$ cat src/rtl/sliced_adder_pkg.sv
// Shared types for the width-sliced add/subtract/accumulate unit.
package sliced_adder_pkg;

  typedef enum logic [1:0] {
    OP_ADD  = 2'b00,
    OP_SUB  = 2'b01,
    OP_ACC  = 2'b10,
    OP_LOAD = 2'b11
  } op_e;

  typedef enum logic [1:0] {
    IDLE = 2'b00,
    RUN  = 2'b01,
    DONE = 2'b10
  } state_e;

  typedef struct packed {
    logic carry;
    logic ovf;
    logic zero;
    logic neg;
  } flags_t;

endpackage

$ cat src/rtl/sliced_adder_if.sv
// Request/response bundle of the sliced adder: valid/ready on both sides plus operands, result and flags.
interface sliced_adder_if #(
  parameter int WIDTH = 16
) ();
  import sliced_adder_pkg::*;

  logic             in_valid;
  logic             in_ready;
  op_e              op;
  logic             sat;
  logic [WIDTH-1:0] a;
  logic [WIDTH-1:0] b;
  logic             out_valid;
  logic             out_ready;
  logic [WIDTH-1:0] result;
  logic             carry;
  logic             ovf;
  logic             zero;
  logic             neg;

  modport master (
    output in_valid, op, sat, a, b, out_ready,
    input  in_ready, out_valid, result, carry, ovf, zero, neg
  );

  modport slave (
    input  in_valid, op, sat, a, b, out_ready,
    output in_ready, out_valid, result, carry, ovf, zero, neg
  );
endinterface

$ cat src/rtl/sliced_adder_slice_add.sv
// Combinational SLICE-bit adder with carry in/out; the sum MSB is exported for overflow detection.
module slice_add #(
  parameter int SLICE = 4
) (
  input  logic [SLICE-1:0] a_i,
  input  logic [SLICE-1:0] b_i,
  input  logic             cin_i,
  output logic [SLICE-1:0] sum_o,
  output logic             cout_o,
  output logic             msb_o
);
  logic [SLICE:0] total;

  assign total  = {1'b0, a_i} + {1'b0, b_i} + {{SLICE{1'b0}}, cin_i};
  assign sum_o  = total[SLICE-1:0];
  assign cout_o = total[SLICE];
  assign msb_o  = total[SLICE-1];
endmodule

$ cat src/rtl/sliced_adder.sv
// Width-sliced add/sub/accumulate: one SLICE-bit adder reused over NSLICE cycles, with saturation and flags.
module sliced_adder
  import sliced_adder_pkg::*;
#(
  parameter int WIDTH = 16,
  parameter int SLICE = 4
) (
  input logic           clk,
  input logic           rst_n,
  sliced_adder_if.slave bus_io
);
  localparam int NSLICE = WIDTH / SLICE;
  localparam int IDX_W  = (NSLICE > 1) ? $clog2(NSLICE) : 1;
  localparam logic [IDX_W-1:0] LAST_IDX = IDX_W'(NSLICE - 1);

  state_e           state_q, state_d;
  logic [IDX_W-1:0] idx_q, idx_d;
  logic             cy_q, cy_d;
  logic [WIDTH-1:0] x_q, x_d;
  logic [WIDTH-1:0] y_q, y_d;
  logic [WIDTH-1:0] res_q, res_d;
  logic [WIDTH-1:0] acc_q, acc_d;
  flags_t           flags_q, flags_d;
  op_e              op_q, op_d;
  logic             sat_q, sat_d;

  logic [SLICE-1:0] x_sl [NSLICE];
  logic [SLICE-1:0] y_sl [NSLICE];
  logic [SLICE-1:0] sum_sl;
  logic             cout;
  logic             sum_msb;

  for (genvar gi = 0; gi < NSLICE; gi++) begin : g_slices
    assign x_sl[gi] = x_q[gi*SLICE +: SLICE];
    assign y_sl[gi] = y_q[gi*SLICE +: SLICE];
  end

  slice_add #(.SLICE(SLICE)) u_slice_add (
    .a_i   (x_sl[idx_q]),
    .b_i   (y_sl[idx_q]),
    .cin_i (cy_q),
    .sum_o (sum_sl),
    .cout_o(cout),
    .msb_o (sum_msb)
  );

  always_ff @(posedge clk or negedge rst_n) begin
    if (!rst_n) begin
      state_q <= IDLE;
      idx_q   <= '0;
      cy_q    <= 1'b0;
      x_q     <= '0;
      y_q     <= '0;
      res_q   <= '0;
      acc_q   <= '0;
      flags_q <= '0;
      op_q    <= OP_ADD;
      sat_q   <= 1'b0;
    end else begin
      state_q <= state_d;
      idx_q   <= idx_d;
      cy_q    <= cy_d;
      x_q     <= x_d;
      y_q     <= y_d;
      res_q   <= res_d;
      acc_q   <= acc_d;
      flags_q <= flags_d;
      op_q    <= op_d;
      sat_q   <= sat_d;
    end
  end

  logic [WIDTH-1:0] res_sum;
  logic [WIDTH-1:0] fin;
  logic             ovf_c;

  always_comb begin
    state_d = state_q;
    idx_d   = idx_q;
    cy_d    = cy_q;
    x_d     = x_q;
    y_d     = y_q;
    res_d   = res_q;
    acc_d   = acc_q;
    flags_d = flags_q;
    op_d    = op_q;
    sat_d   = sat_q;
    res_sum = res_q;
    fin     = res_q;
    ovf_c   = 1'b0;

    case (state_q)
      IDLE: begin
        if (bus_io.in_valid) begin
          op_d  = bus_io.op;
          sat_d = bus_io.sat;
          idx_d = '0;
          cy_d  = (bus_io.op == OP_SUB);
          case (bus_io.op)
            OP_ADD:  begin x_d = bus_io.a; y_d = bus_io.b;  end
            OP_SUB:  begin x_d = bus_io.a; y_d = ~bus_io.b; end
            OP_ACC:  begin x_d = acc_q;    y_d = bus_io.a;  end
            default: begin x_d = '0;       y_d = bus_io.a;  end
          endcase
          state_d = RUN;
        end
      end
      RUN: begin
        for (int i = 0; i < NSLICE; i++) begin
          if (idx_q == IDX_W'(i)) res_sum[i*SLICE +: SLICE] = sum_sl;
        end
        res_d = res_sum;
        cy_d  = cout;
        idx_d = idx_q + 1'b1;
        if (idx_q == LAST_IDX) begin
          // Sum MSB comes straight from the adder so overflow needs no second pass over res_sum.
          ovf_c = (x_q[WIDTH-1] == y_q[WIDTH-1]) && (sum_msb != x_q[WIDTH-1]) && (op_q != OP_LOAD);
          fin   = res_sum;
          if (sat_q && ovf_c) fin = x_q[WIDTH-1] ? {1'b1, {(WIDTH-1){1'b0}}} : {1'b0, {(WIDTH-1){1'b1}}};
          res_d         = fin;
          flags_d.carry = cout && (op_q != OP_LOAD);
          flags_d.ovf   = ovf_c;
          flags_d.zero  = (fin == '0);
          flags_d.neg   = fin[WIDTH-1];
          if (op_q == OP_ACC || op_q == OP_LOAD) acc_d = fin;
          state_d = DONE;
        end
      end
      DONE: begin
        if (bus_io.out_ready) state_d = IDLE;
      end
      default: state_d = IDLE;
    endcase
  end

  assign bus_io.in_ready  = (state_q == IDLE);
  assign bus_io.out_valid = (state_q == DONE);
  assign bus_io.result    = res_q;
  assign bus_io.carry     = flags_q.carry;
  assign bus_io.ovf       = flags_q.ovf;
  assign bus_io.zero      = flags_q.zero;
  assign bus_io.neg       = flags_q.neg;
endmodule

$ cat src/flat_wrapper.sv
// flat-port wrapper written by rule: the top's interface ports become plain ports
module sliced_adder_flat import sliced_adder_pkg::*;
#(
  parameter int WIDTH = 16,
  parameter int SLICE = 4
)
  (clk, rst_n, bus_io_in_valid, bus_io_op, bus_io_sat, bus_io_a, bus_io_b, bus_io_out_ready, bus_io_in_ready, bus_io_out_valid, bus_io_result, bus_io_carry, bus_io_ovf, bus_io_zero, bus_io_neg);
  sliced_adder_if #(.WIDTH(WIDTH)) bus_io_i ();
  input logic clk;
  input logic rst_n;
  input wire logic [$bits(bus_io_i.in_valid)-1:0] bus_io_in_valid;
  input wire logic [$bits(bus_io_i.op)-1:0] bus_io_op;
  input wire logic [$bits(bus_io_i.sat)-1:0] bus_io_sat;
  input wire logic [$bits(bus_io_i.a)-1:0] bus_io_a;
  input wire logic [$bits(bus_io_i.b)-1:0] bus_io_b;
  input wire logic [$bits(bus_io_i.out_ready)-1:0] bus_io_out_ready;
  output wire logic [$bits(bus_io_i.in_ready)-1:0] bus_io_in_ready;
  output wire logic [$bits(bus_io_i.out_valid)-1:0] bus_io_out_valid;
  output wire logic [$bits(bus_io_i.result)-1:0] bus_io_result;
  output wire logic [$bits(bus_io_i.carry)-1:0] bus_io_carry;
  output wire logic [$bits(bus_io_i.ovf)-1:0] bus_io_ovf;
  output wire logic [$bits(bus_io_i.zero)-1:0] bus_io_zero;
  output wire logic [$bits(bus_io_i.neg)-1:0] bus_io_neg;
  assign bus_io_i.in_valid = bus_io_in_valid;
  assign bus_io_i.op = bus_io_op;
  assign bus_io_i.sat = bus_io_sat;
  assign bus_io_i.a = bus_io_a;
  assign bus_io_i.b = bus_io_b;
  assign bus_io_i.out_ready = bus_io_out_ready;
  assign bus_io_in_ready = bus_io_i.in_ready;
  assign bus_io_out_valid = bus_io_i.out_valid;
  assign bus_io_result = bus_io_i.result;
  assign bus_io_carry = bus_io_i.carry;
  assign bus_io_ovf = bus_io_i.ovf;
  assign bus_io_zero = bus_io_i.zero;
  assign bus_io_neg = bus_io_i.neg;
  sliced_adder #(.WIDTH(WIDTH), .SLICE(SLICE)) u_core (.clk(clk), .rst_n(rst_n), .bus_io(bus_io_i));
endmodule
$ cat config.mk
export PLATFORM = sky130hd
export DESIGN_NAME = sliced_adder_flat
export DESIGN_NICKNAME = d
export VERILOG_FILES = /design/src/rtl/sliced_adder_pkg.sv /design/src/rtl/sliced_adder_if.sv /design/src/rtl/sliced_adder_slice_add.sv /design/src/rtl/sliced_adder.sv /design/src/flat_wrapper.sv
export SDC_FILE = /design/constraint.sdc
export NUM_CORES = 1
export LEC_CHECK = 0
export CAP_MARGIN = 20
export CORE_MARGIN = 4
export CORE_UTILIZATION = 40
export CTS_BUF_LIST = sky130_fd_sc_hd__clkbuf_8
export CTS_CLUSTER_SIZE = 25
export DETAILED_ROUTE_END_ITERATION = 6
export PLACE_DENSITY = 0.67
export SYNTH_ARGS = -nofsm -noshare
export SYNTH_HDL_FRONTEND = slang
export SYNTH_SLANG_ARGS = --single-unit
$ cat constraint.sdc
create_clock -name clk -period 3.9 [get_ports clk]
set_input_delay 1.17 -clock clk [delete_from_list [all_inputs] [get_ports clk]]
set_output_delay 1.17 -clock clk [all_outputs]
set_load 0.02 [all_outputs]
# After elaboration in Yosys (flattened, before gate mapping)
# Cells that the tools add are included.
# word_totals
latchBits,0
in_bits,39
memories,0
rom_bits,0
ff_bits,76
ram_bits,0
elab_cells,75
# classes
addsub,3
n_shift,0
n_lt_le_gt_ge,1
reduce_logical,16
n_mul,0
n_div,0
n_eq_ne,15
n_bitwise,2
n_mux,25
# ops
cell,count
two-way mux 16 bit,5
one-hot mux 16 bit (2 select lines),2
two-way mux 4 bit,8
binary-select mux 4 bit (select 2 bit),2
zero test 16 bit,1
NOT 16 bit,1
equality test 2 bit (second input constant),6
two-way mux 2 bit,4
equality test 2 x 1 -> 1 bit (second input constant),3
zero test 2 bit,3
inequality test 2 bit (second input constant),3
one-hot mux 2 bit (3 select lines),1
AND reduction 2 bit,3
AND reduction 3 bit,2
adder 4 x 4 -> 5 bit,1
adder 5 x 1 -> 5 bit,1
logical AND 1 bit,4
one-hot mux 2 bit (2 select lines),1
>= comparator 3 bit (second input constant),1
NOT 2 -> 3 bit,1
adder 2 x 1 -> 2 bit (second input constant),1
inequality test 2 x 1 -> 1 bit (second input constant),1
one-hot mux 1 bit (2 select lines),1
nonzero test 2 bit,1
other kinds (5),5

# Logic depth before layout (Yosys ltp)
# Gate-level depths: netlist of the first run.
# depth
ltp_word,14
depth_mapped,10
mapped_depth_nobuf,9

# Modules after synthesis
# Synthesis of the first run repeated with hierarchy kept, for this count alone.
# unflattened
cells_unflattened,423
area_unflattened_um2,4147.7
# modules_own_cells
module,n_inst,cells_per_inst,area_per_inst_um2,seq_area_each_um2
sliced_adder,1,406,3996.3,1901.8
slice_add,1,17,151.4,0.0

# Worst setup path after synthesis of the first run
# No wires, ideal clock.
# synth_timing
path_kind,flip-flop to flip-flop
startpoint,reg u_core.idx_q[0]
endpoint,reg u_core.flags_q (netlist bit u_core.bus_io.zero)
t_arrival_ns,3.134
setup_time_ns,0.068
slack_ns,0.699
stages_incl_launch_ff,10
cell_sequence,dfrtp_1 buf_1 mux4_2 ha_1 a21oi_1 a21oi_2 or4b_4 o221a_4 nor4_2 a32o_1
# synth_between
elab_chain_cells,14
# synth_lines
item,line,rtl
"start, declared",sliced_adder.sv:17,"logic [IDX_W-1:0] idx_q, idx_d;"
"start signal, assigned",sliced_adder.sv:61,idx_q <= idx_d;
NOT 2 -> 3 bit (implied by the code),"sliced_adder.sv:39, sliced_adder.sv:40",
binary-select mux 4 bit (select 2 bit) (on tied branches),"sliced_adder.sv:39, sliced_adder.sv:40",
two-way mux 4 bit (on tied branches) (2 in a row),"sliced_adder.sv:39, sliced_adder.sv:40",
adder 4 x 4 -> 5 bit,sliced_adder_slice_add.sv:14,"assign total = {1'b0, a_i} + {1'b0, b_i} + {{SLICE{1'b0}}, cin_i};"
adder 5 x 1 -> 5 bit,sliced_adder_slice_add.sv:14,
inequality test 1 bit,sliced_adder.sv:117,ovf_c = (x_q[WIDTH-1] == y_q[WIDTH-1]) && (sum_msb != x_q[WIDTH-1]) && (op_q != OP_LOAD);
logical AND 1 bit (2 in a row),sliced_adder.sv:117,
logical AND 1 bit,sliced_adder.sv:119,"if (sat_q && ovf_c) fin = x_q[WIDTH-1] ? {1'b1, {(WIDTH-1){1'b0}}} : {1'b0, {(WIDTH-1){1'b1}}};"
two-way mux 16 bit,sliced_adder.sv:119,
two-way mux 16 bit,sliced_adder.sv:115,if (idx_q == LAST_IDX) begin
two-way mux 16 bit,sliced_adder.sv:92,case (state_q)
zero test 16 bit,sliced_adder.sv:123,flags_d.zero = (fin == '0);
"end signal, assigned",sliced_adder.sv:67,flags_q <= flags_d;
"end, declared",sliced_adder.sv:23,"flags_t flags_q, flags_d;"
# Several ways; a longest one is shown, not always the timed one. The select of a mux whose other input is x is not followed.
# A chain may end at the register's enable or synchronous reset.

# Worst setup path in the final report of the first run
# layout_timing
startpoint,reg u_core.idx_q[0]
endpoint,reg u_core.res_q[9] (netlist: u_core.bus_io.result[9])
# layout_between
elab_chain_cells,14
# layout_lines
item,line,rtl
NOT 2 -> 3 bit (implied by the code),"sliced_adder.sv:39, sliced_adder.sv:40",
binary-select mux 4 bit (select 2 bit) (on tied branches),"sliced_adder.sv:39, sliced_adder.sv:40",
two-way mux 4 bit (on tied branches) (2 in a row),"sliced_adder.sv:39, sliced_adder.sv:40",
adder 4 x 4 -> 5 bit,sliced_adder_slice_add.sv:14,
adder 5 x 1 -> 5 bit,sliced_adder_slice_add.sv:14,
inequality test 1 bit,sliced_adder.sv:117,
logical AND 1 bit (2 in a row),sliced_adder.sv:117,
logical AND 1 bit,sliced_adder.sv:119,
two-way mux 16 bit,sliced_adder.sv:119,
two-way mux 16 bit,sliced_adder.sv:115,
two-way mux 16 bit,sliced_adder.sv:92,
two-way mux 16 bit (*),sliced_adder.sv:115,
"end signal, assigned",sliced_adder.sv:65,res_q <= res_d;
"end, declared",sliced_adder.sv:21,"logic [WIDTH-1:0] res_q, res_d;"
# Every way passes the cells marked *; elsewhere a longest branch is shown, timed or not. The select of a mux whose other input is x is not followed.

==> impl_metrics.ini, run 1 <==
[global_routing]
grt_pass1_vias = 3592
grt_usage_pct = 19.4
grt_max_degree = 77
gr-total-overflow = 0
antenna_found_initial = 0
grt_pass1_wl_mm = 18.1

[min_path]
min-delay-start = u_core.bus_io.ovf
holdPathEnd = u_core.bus_io.ovf
hold_class = reg -> reg
whs_path_depth = 2

[worst_setup_path]
crit_type = reg -> reg
reg2reg_depth = 9
cp_data_required_time_ns = 4.19
crit_path_end_kind = register
critPathMaxFanout = 11
start_kind = register
r2r-end = u_core.bus_io.result[9]
reg2reg_slack_ns = 0.62
cp-startpoint = u_core.idx_q[0]
rr_startpoint = u_core.idx_q[0]
critical_path_arrival_ns = 3.56

[finish]
antenna_cells = 0
syn2layout_area_growth_pct = 21.6
multi_input_area_mm2 = 0.00209
drive_above_1_share_pct = 9.81
layout.nets = 564
regArea_mm2 = 0.00190
fin_util_pct = 49.6
fill_cells = 986
fin_cells = 656

[sta]
final_max_slew_viol_count = 0
rsz0062_at_grt = false
worst_slew_pin_slew_ns = 0.946
setup_viol = 0
period_needed_ns = 3.28
relSlewSlack_pct = 37.0
setup_tns_ns = 0
max_freq_mhz = 305
final-hold-violation-count = 0
fin_worst_skew_ns = 0.0122
fin_crit_sh_pct = 84.0
holdWs_ns = 0.484
finalWorstSetupSlack_ns = 0.624

[die]
core_mm2 = 0.0102
initial_core_util_pct = 40.8
io_pins = 61
rows = 37
fp.dieH_um = 110
die_x_um = 110
die_area_mm2 = 0.0121

[flow_run]
cap_violations = 0

[drt]
detail_route.first_pass.iterations = 4
via_per_inst = 5.32
drc = 0
drtIter0Drc = 163
wire_per_inst_um = 16.3
num_vias = 3493
wl_mm = 10.7
ant_nets = 0

[logic_synthesis]
synth_cell_types = 48
async_flop_share_pct = 100
synth_cells = 467
ys.warnings.count = 0
ys_ff_latch = 76
synth_seq_area_share_pct = 45.6
synth_area_per_cell_um2 = 8.93
synthMuxAreaShare_pct = 8.70
syn-cell-area_mm2 = 0.00417
synth-edff-count = 0
synth_xor_area_share_pct = 3.57
yosys.area_share.simple_pct = 16.1
synth-compound-area-share_pct = 18.5
syn_nets = 515
synth_top_family_by_area = compound AO/OA/AOI/OAI gates
synth_fa_ha_area_share_pct = 3.06
synth_top_flop_cell = dfrtp_1

[power]
ir_worst_vdd_uv = 333
p_per_area_mw_per_mm2 = 934
p_switching_uw = 2130
combinationalPowerShare_pct = 56.5
sw_frac_of_total_pct = 45.0
power.share.clock_pct = 12.7
power.leakage_uw = 0.00217
seqPwrFrac_pct = 30.8
p_int_uw = 2610

[cts]
clkSinkCount = 76
postCtsSetupRepairBufs = 0
holdBufCountCts = 0
clkLatencyLatePin_ns = 0.36
cts_buffer_depth = 2
cts_tree = yes
clkTransAtPathRegs_ns = 0.08
post_cts_resized = 0
htree_levels = 3
cts_root_buffer = clkbuf_8
cts_buffers = 9

[place]
dp_worst_setup_slack_ns = 0.633
dpl.cell_count = 641
hpwl_mm = 7.93
gp_congestion = 0.916
numPortBuffers = 60

[outcome]
status = finished clean
-- routing by layer --
metal / routed length, um / track usage (%)
met1: 4590 / 24.9
met4: 256 / 7.65
met2: 5410 / 32.1
met5: 0 / 0
met3: 459 / 4.31
-- metrics by stage --
stage          area (um2)  total power [uW]
6_report             5070              4740
5_1_grt              5070              5150
4_1_cts              5070              4760
3_5_place_dp         4880              4150
3_3_place_gp         4880              4080
2_1_floorplan        4170              3300
-- cell usage after synthesis, types with 7 or more instances --
cell | count | area (um2)
clkbuf_1 | 20 | 75.1
xnor2_1 | 17 | 149
inv_1 | 16 | 60.1
dfrtp_1 | 76 | 1900
mux4_2 | 8 | 180
nand2_1 | 69 | 259
mux2_2 | 10 | 113
a21oi_1 | 67 | 335
o21ai_0 | 39 | 195
nor2_1 | 70 | 263
mux2i_1 | 7 | 70.1
ha_1 | 7 | 87.6
-- cells by family (layout without fill, tap and decap cells) --
family / after synthesis / in the layout
flops: 76 / 76
simple gates: 158 / 158
compound gates: 135 / 135
mux: 25 / 25
fa+ha+maj: 9 / 9
xor+xnor: 17 / 17
buf+inv: 47 / 100
-- power by group through the flow --
stage | registers, uW | logic (uW) | clock network, uW
2_1_floorplan | 1460 | 1840 | 0
3_5_place_dp | 1480 | 2670 | 0
5_1_grt | 1510 | 2980 | 650
6_report | 1460 | 2680 | 601
4_1_cts | 1460 | 2680 | 613
3_3_place_gp | 1460 | 2620 | 0
-- layout make-up --
type                            count  area share (%)
Clock inverter                      5            1.06
Timing Repair Buffer               68            13.0
Multi-Input combinational cell    344            41.2
Tap cell                          136            3.35
Sequential cell                    76            37.5
Clock buffer                       10            2.71
Inverter                           17            1.26
-- cells in the final DEF (no fill, tap or decap), types with 9 or more instances in the layout --
cell,n
xnor2_1,17
clkbuf_8,10
mux2_2,10
inv_1,17
clkdlybuf4s50_1,59
a21oi_1,67
o21ai_0,39
dfrtp_1,76
nand2_1,68
nor2_1,70
buf_4,9
-- worst max path at each step --
| stage | end | slack (ns) | cells after the start |
|---|---|---|---|
| global placement | u_core.bus_io.result[9] | 0.73 | 9 |
| floorplan | u_core.bus_io.zero | 0.70 | 9 |
| detailed placement | u_core.bus_io.result[9] | 0.63 | 9 |
| CTS | u_core.bus_io.zero | 0.61 | 10 |
| global route | u_core.bus_io.result[2] | 0.42 | 9 |
| finish | u_core.bus_io.result[9] | 0.62 | 9 |
-- registers in the layout, indices dropped and copies added (netlist names) --
register,flops
u_core.acc_q,16
u_core.bus_io.carry,1
u_core.bus_io.neg,1
u_core.bus_io.ovf,1
u_core.bus_io.result,16
u_core.bus_io.zero,1
u_core.cy_q,1
u_core.idx_q,2
u_core.op_q,2
u_core.sat_q,1
u_core.state_q,2
u_core.x_q,16
u_core.y_q,16
-- worst max-delay path, stage by stage, from the launching register on --
cell,delay [ns]
dfrtp_1,0.53
buf_4,0.24
mux4_2,0.55
fa_1,0.44
nand3_1,0.12
a21oi_2,0.11
or4b_4,0.58
o21ai_2,0.41
a21oi_1,0.09
a21oi_1,0.14
No activity file was read; power rests on OpenSTA's default activity.
==> inputs of run 2 (changes only) <==
==> constraint.sdc (replaced) <==
create_clock -name clk -period 3.25 [get_ports clk]
set_input_delay 0.975 -clock clk [delete_from_list [all_inputs] [get_ports clk]]
set_output_delay 0.975 -clock clk [all_outputs]
set_load 0.02 [all_outputs]
==> impl_metrics.ini, run 2 (same netlist as run 1, synthesis figures left out) <==
[place]
hpwl_mm = 7.97
gp_congestion = 0.904
numPortBuffers = 60
dpl.cell_count = 645

[worst_setup_path]
cp-startpoint = u_core.idx_q[0]
reg2reg_slack_ns = 0.22
cp_data_required_time_ns = 3.53
path_common_cell = a21oi_1
crit_chain = buf_4 -> mux4_2 -> fa_1 -> nand3_1 -> a21oi_2 -> or4b_4 -> o21ai_4 -> a21oi_1 -> a21oi_1
crit_path_end_kind = register
critical_path.max_stage_delay_ns = 0.59
start_kind = register
r2r-end = u_core.bus_io.result[9]
critical_path_arrival_ns = 3.31
crit_type = reg -> reg
critPathMaxFanout = 11
rr_startpoint = u_core.idx_q[0]
reg2reg_depth = 9
cpMaxStageDelayCell = or4b_4

[finish]
layout.nets = 568
mostFrequentLayoutCells = 76 x dfrtp_1, 70 x nor2_1, 68 x nand2_1
syn2layout_area_growth_pct = 23.5
fill_cells = 932
antenna_cells = 0
drive_above_1_share_pct = 10.9
multi_input_area_mm2 = 0.00210
final_common_cell = dfrtp_1
regArea_mm2 = 0.00190
fin_cells = 661

[sta]
setup_viol = 0
fin_crit_sh_pct = 93.2
max_freq_mhz = 330
worst_slew_pin_slew_ns = 0.968
rsz0062_at_grt = false
setup_tns_ns = 0
relSlewSlack_pct = 35.4
final_max_slew_viol_count = 0
fin_worst_skew_ns = 0.0107
final-hold-violation-count = 0
holdWs_ns = 0.485
period_needed_ns = 3.03

[global_routing]
gr-total-overflow = 0
grt_pass1_wl_mm = 17.8
grt_usage_pct = 19.1
antenna_found_initial = 0
grt_pass1_vias = 3545
grt_max_degree = 77

[drt]
ant_nets = 0
top_layer_used = met4
via_per_inst = 5.36
wl_met3_um = 390
drt-met1-wl_mm = 4.65
wl_mm = 10.8
drtIter0Drc = 208
num_vias = 3544
met2WireLength_mm = 5.47
drc = 0
wire_per_inst_um = 16.3
detail_route.first_pass.iterations = 4

[power]
seqPwrFrac_pct = 29.7
combinationalPowerShare_pct = 56.8
ir_worst_vdd_uv = 411
p_switching_uw = 2600
p_int_uw = 3250
p_per_area_mw_per_mm2 = 1140
power.share.clock_pct = 13.5
sw_frac_of_total_pct = 44.4
power.leakage_uw = 0.00221

[min_path]
whs_path_depth = 2
holdPathEnd = u_core.x_q[3]
hold_class = reg -> reg
min-delay-start = u_core.x_q[3]

[die]
io_pins = 61
core_mm2 = 0.0102
initial_core_util_pct = 40.8
rows = 37
die_x_um = 110
die_area_mm2 = 0.0121
fp.dieH_um = 110

[cts]
clkSinkCount = 76
postCtsSetupRepairBufs = 0
clkLatencyLatePin_ns = 0.36
cts_buffers = 9
holdBufCountCts = 0
cts_tree = yes
cts_buffer_depth = 2
cts_root_buffer = clkbuf_8
htree_levels = 3
post_cts_resized = 0
clkTransAtPathRegs_ns = 0.08

[flow_run]
cap_violations = 0

[outcome]
status = finished clean
run 2: power by group through the flow:
stage | Clock [uW] | Combinational [uW] | Sequential [uW]
floorplan | 0 | 2210 | 1750
global placement | 0 | 3230 | 1740
detailed placement | 0 | 3280 | 1750
CTS | 799 | 3300 | 1740
global route | 836 | 3680 | 1800
finish | 791 | 3320 | 1740
run 2: metal layers:
| layer | up-vias | track usage, % |
|---|---|---|
| met5 | - | 0 |
| met4 | 0 | 8.80 |
| met3 | 16 | 2.74 |
| met2 | 76 | 32.1 |
| met1 | 1752 | 24.4 |
| li1 | 1700 | - |
run 2: worst max-delay path by stage:
stage                     cells after the start                 endpoint  slack (ns)
after floorplan                               9       u_core.bus_io.zero        0.05
after global placement                        9  u_core.bus_io.result[9]        0.25
after detailed placement                      9  u_core.bus_io.result[9]        0.16
after CTS                                     9  u_core.bus_io.result[9]        0.13
after global routing                          9  u_core.bus_io.result[1]        0.05
final                                         9  u_core.bus_io.result[9]        0.22
run 2: critical path, delay by kind of cell, from the launching register on:
family,cells,cell delay [ns]
fa+ha+maj,1,0.42
mux,1,0.51
flops,1,0.44
compound gates,4,0.68
simple gates,2,0.71
buf+inv,1,0.19
run 2: area by class of cell:
class | instances | share of cell area (%)
inverter | 17 | 1.24
clock inverter | 3 | 0.825
clock buffer | 13 | 3.47
multi-input combinational | 344 | 40.7
tap | 136 | 3.30
sequential | 76 | 36.9
timing repair buffer | 72 | 13.6
run 2: metrics by stage:
step                utilization [%]  power (uW)  cell area [um2]  setup slack [ns]
detailed placement             48.1        5040             4920             0.159
global placement               48.1        4970             4920             0.249
global route                   50.4        6320             5150            0.0465
floorplan                         -        3960             4170            0.0487
finish                         50.4        5850             5150             0.221
CTS                            50.3        5840             5150             0.134
==> inputs of run 3 (changes only) <==
--- a/config.mk
+++ b/config.mk
@@ -14,4 +14,5 @@
 export PLACE_DENSITY = 0.67
 export SYNTH_ARGS = -nofsm -noshare
 export SYNTH_HDL_FRONTEND = slang
+export SYNTH_HIERARCHICAL = 1
 export SYNTH_SLANG_ARGS = --single-unit
==> impl_metrics.ini, run 3 <==
[drt]
num_vias = 3218
wire_per_inst_um = 16.6
drc = 0
wl_mm = 10.1
drtIter0Drc = 168
via_per_inst = 5.27
detail_route.first_pass.iterations = 4
ant_nets = 0

[cts]
holdBufCountCts = 0
htree_levels = 3
clkLatencyLatePin_ns = 0.35
cts_buffers = 9
postCtsSetupRepairBufs = 0
cts_tree = yes
clkTransAtPathRegs_ns = 0.07
cts_buffer_depth = 2
cts_root_buffer = clkbuf_8
clkSinkCount = 76

[global_routing]
grt_usage_pct = 18.1
gr-total-overflow = 0
antenna_found_initial = 0
grt_pass1_wl_mm = 16.7
grt_max_degree = 51
grt_pass1_vias = 3280

[logic_synthesis]
async_flop_share_pct = 100
netlist.area_leader.share_pct = 45.9
synth_common_cells = 76 x dfrtp_1, 74 x nand2_1, 34 x a21oi_1
syn-cell-area_mm2 = 0.00415
synth_cell_types = 45
syn_nets = 471
yosysMostFrequentCell = dfrtp_1
synth_seq_area_share_pct = 45.9
synth-edff-count = 0
synth_cells = 423
ys_top_cells_by_area = dfrtp_1 46%, nand2_1 6.7%, a22o_1 5.7%, mux4_2 4.3%, a21oi_1 4.1%
ys_ff_latch = 76
synth_area_per_cell_um2 = 9.81
synth_top_flop_cell = dfrtp_1
ys.warnings.count = 6
synth_top_cell_by_area = dfrtp_1

[worst_setup_path]
crit_chain = mux4_2 -> fa_1 -> a21o_1 -> a21oi_2 -> xnor2_2 -> and3b_2 -> and2_4 -> a21oi_4 -> a22o_1
cp_data_required_time_ns = 3.54
crit_type = reg -> reg
cpMaxStageDelayCell = mux4_2
start_kind = register
critPathMaxFanout = 11
critical_path.max_stage_delay_ns = 0.56
critical_path_arrival_ns = 3.38
cp_num_buf_inv = 0
crit_path_end_kind = register
critPathTopFamily = compound AO/OA/AOI/OAI gates

[power]
p_total_uw = 5640
ir_worst_vdd_uv = 412
p_per_area_mw_per_mm2 = 1110
power.leakage_uw = 0.00226

[die]
io_pins = 61
die_area_mm2 = 0.0121
die_x_um = 110
core_mm2 = 0.00995
fp.dieH_um = 110
rows = 36
initial_core_util_pct = 41.7

[finish]
drive_above_1_share_pct = 11.7
fill_cells = 888
layout.nets = 521
mostFrequentLayoutCells = 75 x dfrtp_1, 73 x nand2_1, 59 x clkdlybuf4s50_1
final_common_cell = dfrtp_1
antenna_cells = 0
syn2layout_area_growth_pct = 22.5
fin_util_pct = 51.0
multi_input_area_mm2 = 0.00207
regArea_mm2 = 0.00190

[sta]
final_max_slew_viol_count = 0
period_needed_ns = 3.09
fin_crit_sh_pct = 95.2
setup_tns_ns = 0
rsz0062_at_grt = false
fin_worst_skew_ns = 0.00737
worst_slew_pin_slew_ns = 0.758
final-hold-violation-count = 0
setup_viol = 0
relSlewSlack_pct = 49.4
max_freq_mhz = 323

[place]
gp_congestion = 0.832
numPortBuffers = 60
hpwl_mm = 7.54

[flow_run]
cap_violations = 0

[outcome]
status = finished clean

[min_path]
hold_class = reg -> reg
run 3: cell type report:
type / instances / area share, %
Inverter: 9 / 0.665
Clock inverter: 6 / 1.55
Timing Repair Buffer: 71 / 13.6
Tap cell: 133 / 3.28
Clock buffer: 10 / 2.71
Sequential cell: 76 / 37.5
Multi-Input combinational cell: 306 / 40.7
run 3: metal layers:
| layer | track usage (%) | vias up | routed length [um] |
|---|---|---|---|
| met2 | 29.4 | 61 | 5070 |
| met1 | 24.1 | 1584 | 4500 |
| met4 | 5.52 | 0 | 150 |
| li1 | - | 1561 | - |
| met5 | 0 | - | 0 |
| met3 | 4.11 | 12 | 414 |
run 3: repair_timing:
item,4_1_cts,5_1_grt
gates resized for setup,2,3
cloned,1,0
setup endpoints to repair,15,34
pin swaps,1,0
run 3: path summary, 6_finish.rpt:
kind | from | endpoint | slack, ns | cells past startpoint
max in group asynchronous | rst_n | u_core/idx_q[0] | 1.91 | 2
worst min register to register | u_core/bus_io.neg | u_core/bus_io.neg | 0.48 | 2
worst min-delay path | u_core/bus_io.neg | u_core/bus_io.neg | 0.48 | 2
min in group asynchronous | rst_n | u_core/state_q[0] | 0.64 | 1
worst max-delay path | u_core/idx_q[0] | u_core/bus_io.result[7] | 0.16 | 9
worst max register to register | u_core/idx_q[0] | u_core/bus_io.result[7] | 0.16 | 9
run 3: worst reg2reg max path, delay by kind of cell, from the launching register on:
kind	cells	cell delay, ns
xor gates and xnor gates	1	0.17
DFF	1	0.44
and+or+nand+nor	2	0.53
adders and majority gates	1	0.47
AOI/OAI and AO/OA	4	0.86
muxes	1	0.56
run 3: cells by family after synthesis:
kind of cell             after synthesis  synth area share (%)
XOR/XNOR                              18                  3.80
flip-flops                            76                  45.9
multiplexers                          25                  8.54
buffers and inverters                 42                  5.07
adder cells (fa/ha/maj)                9                  3.08
AND/OR/NAND/NOR                      133                  14.9
AO/OA/AOI/OAI                        120                  18.7
run 3: through the flow:
step           cell area, um2  cells  hold slack (ns)  worst slack [ns]
6_report                 5080    611            0.483             0.157
5_1_grt                  5080    611            0.513           0.00582
4_1_cts                  5060    610            0.493            0.0107
3_5_place_dp             4820    593            0.476           -0.0490
3_3_place_gp             4820    593            0.457            0.0838
2_1_floorplan            4150    423            0.445             0.104
run 3: where the power goes:
part	internal, uW	switching (uW)
logic	1380	1730
clock network	447	340
registers	1370	370
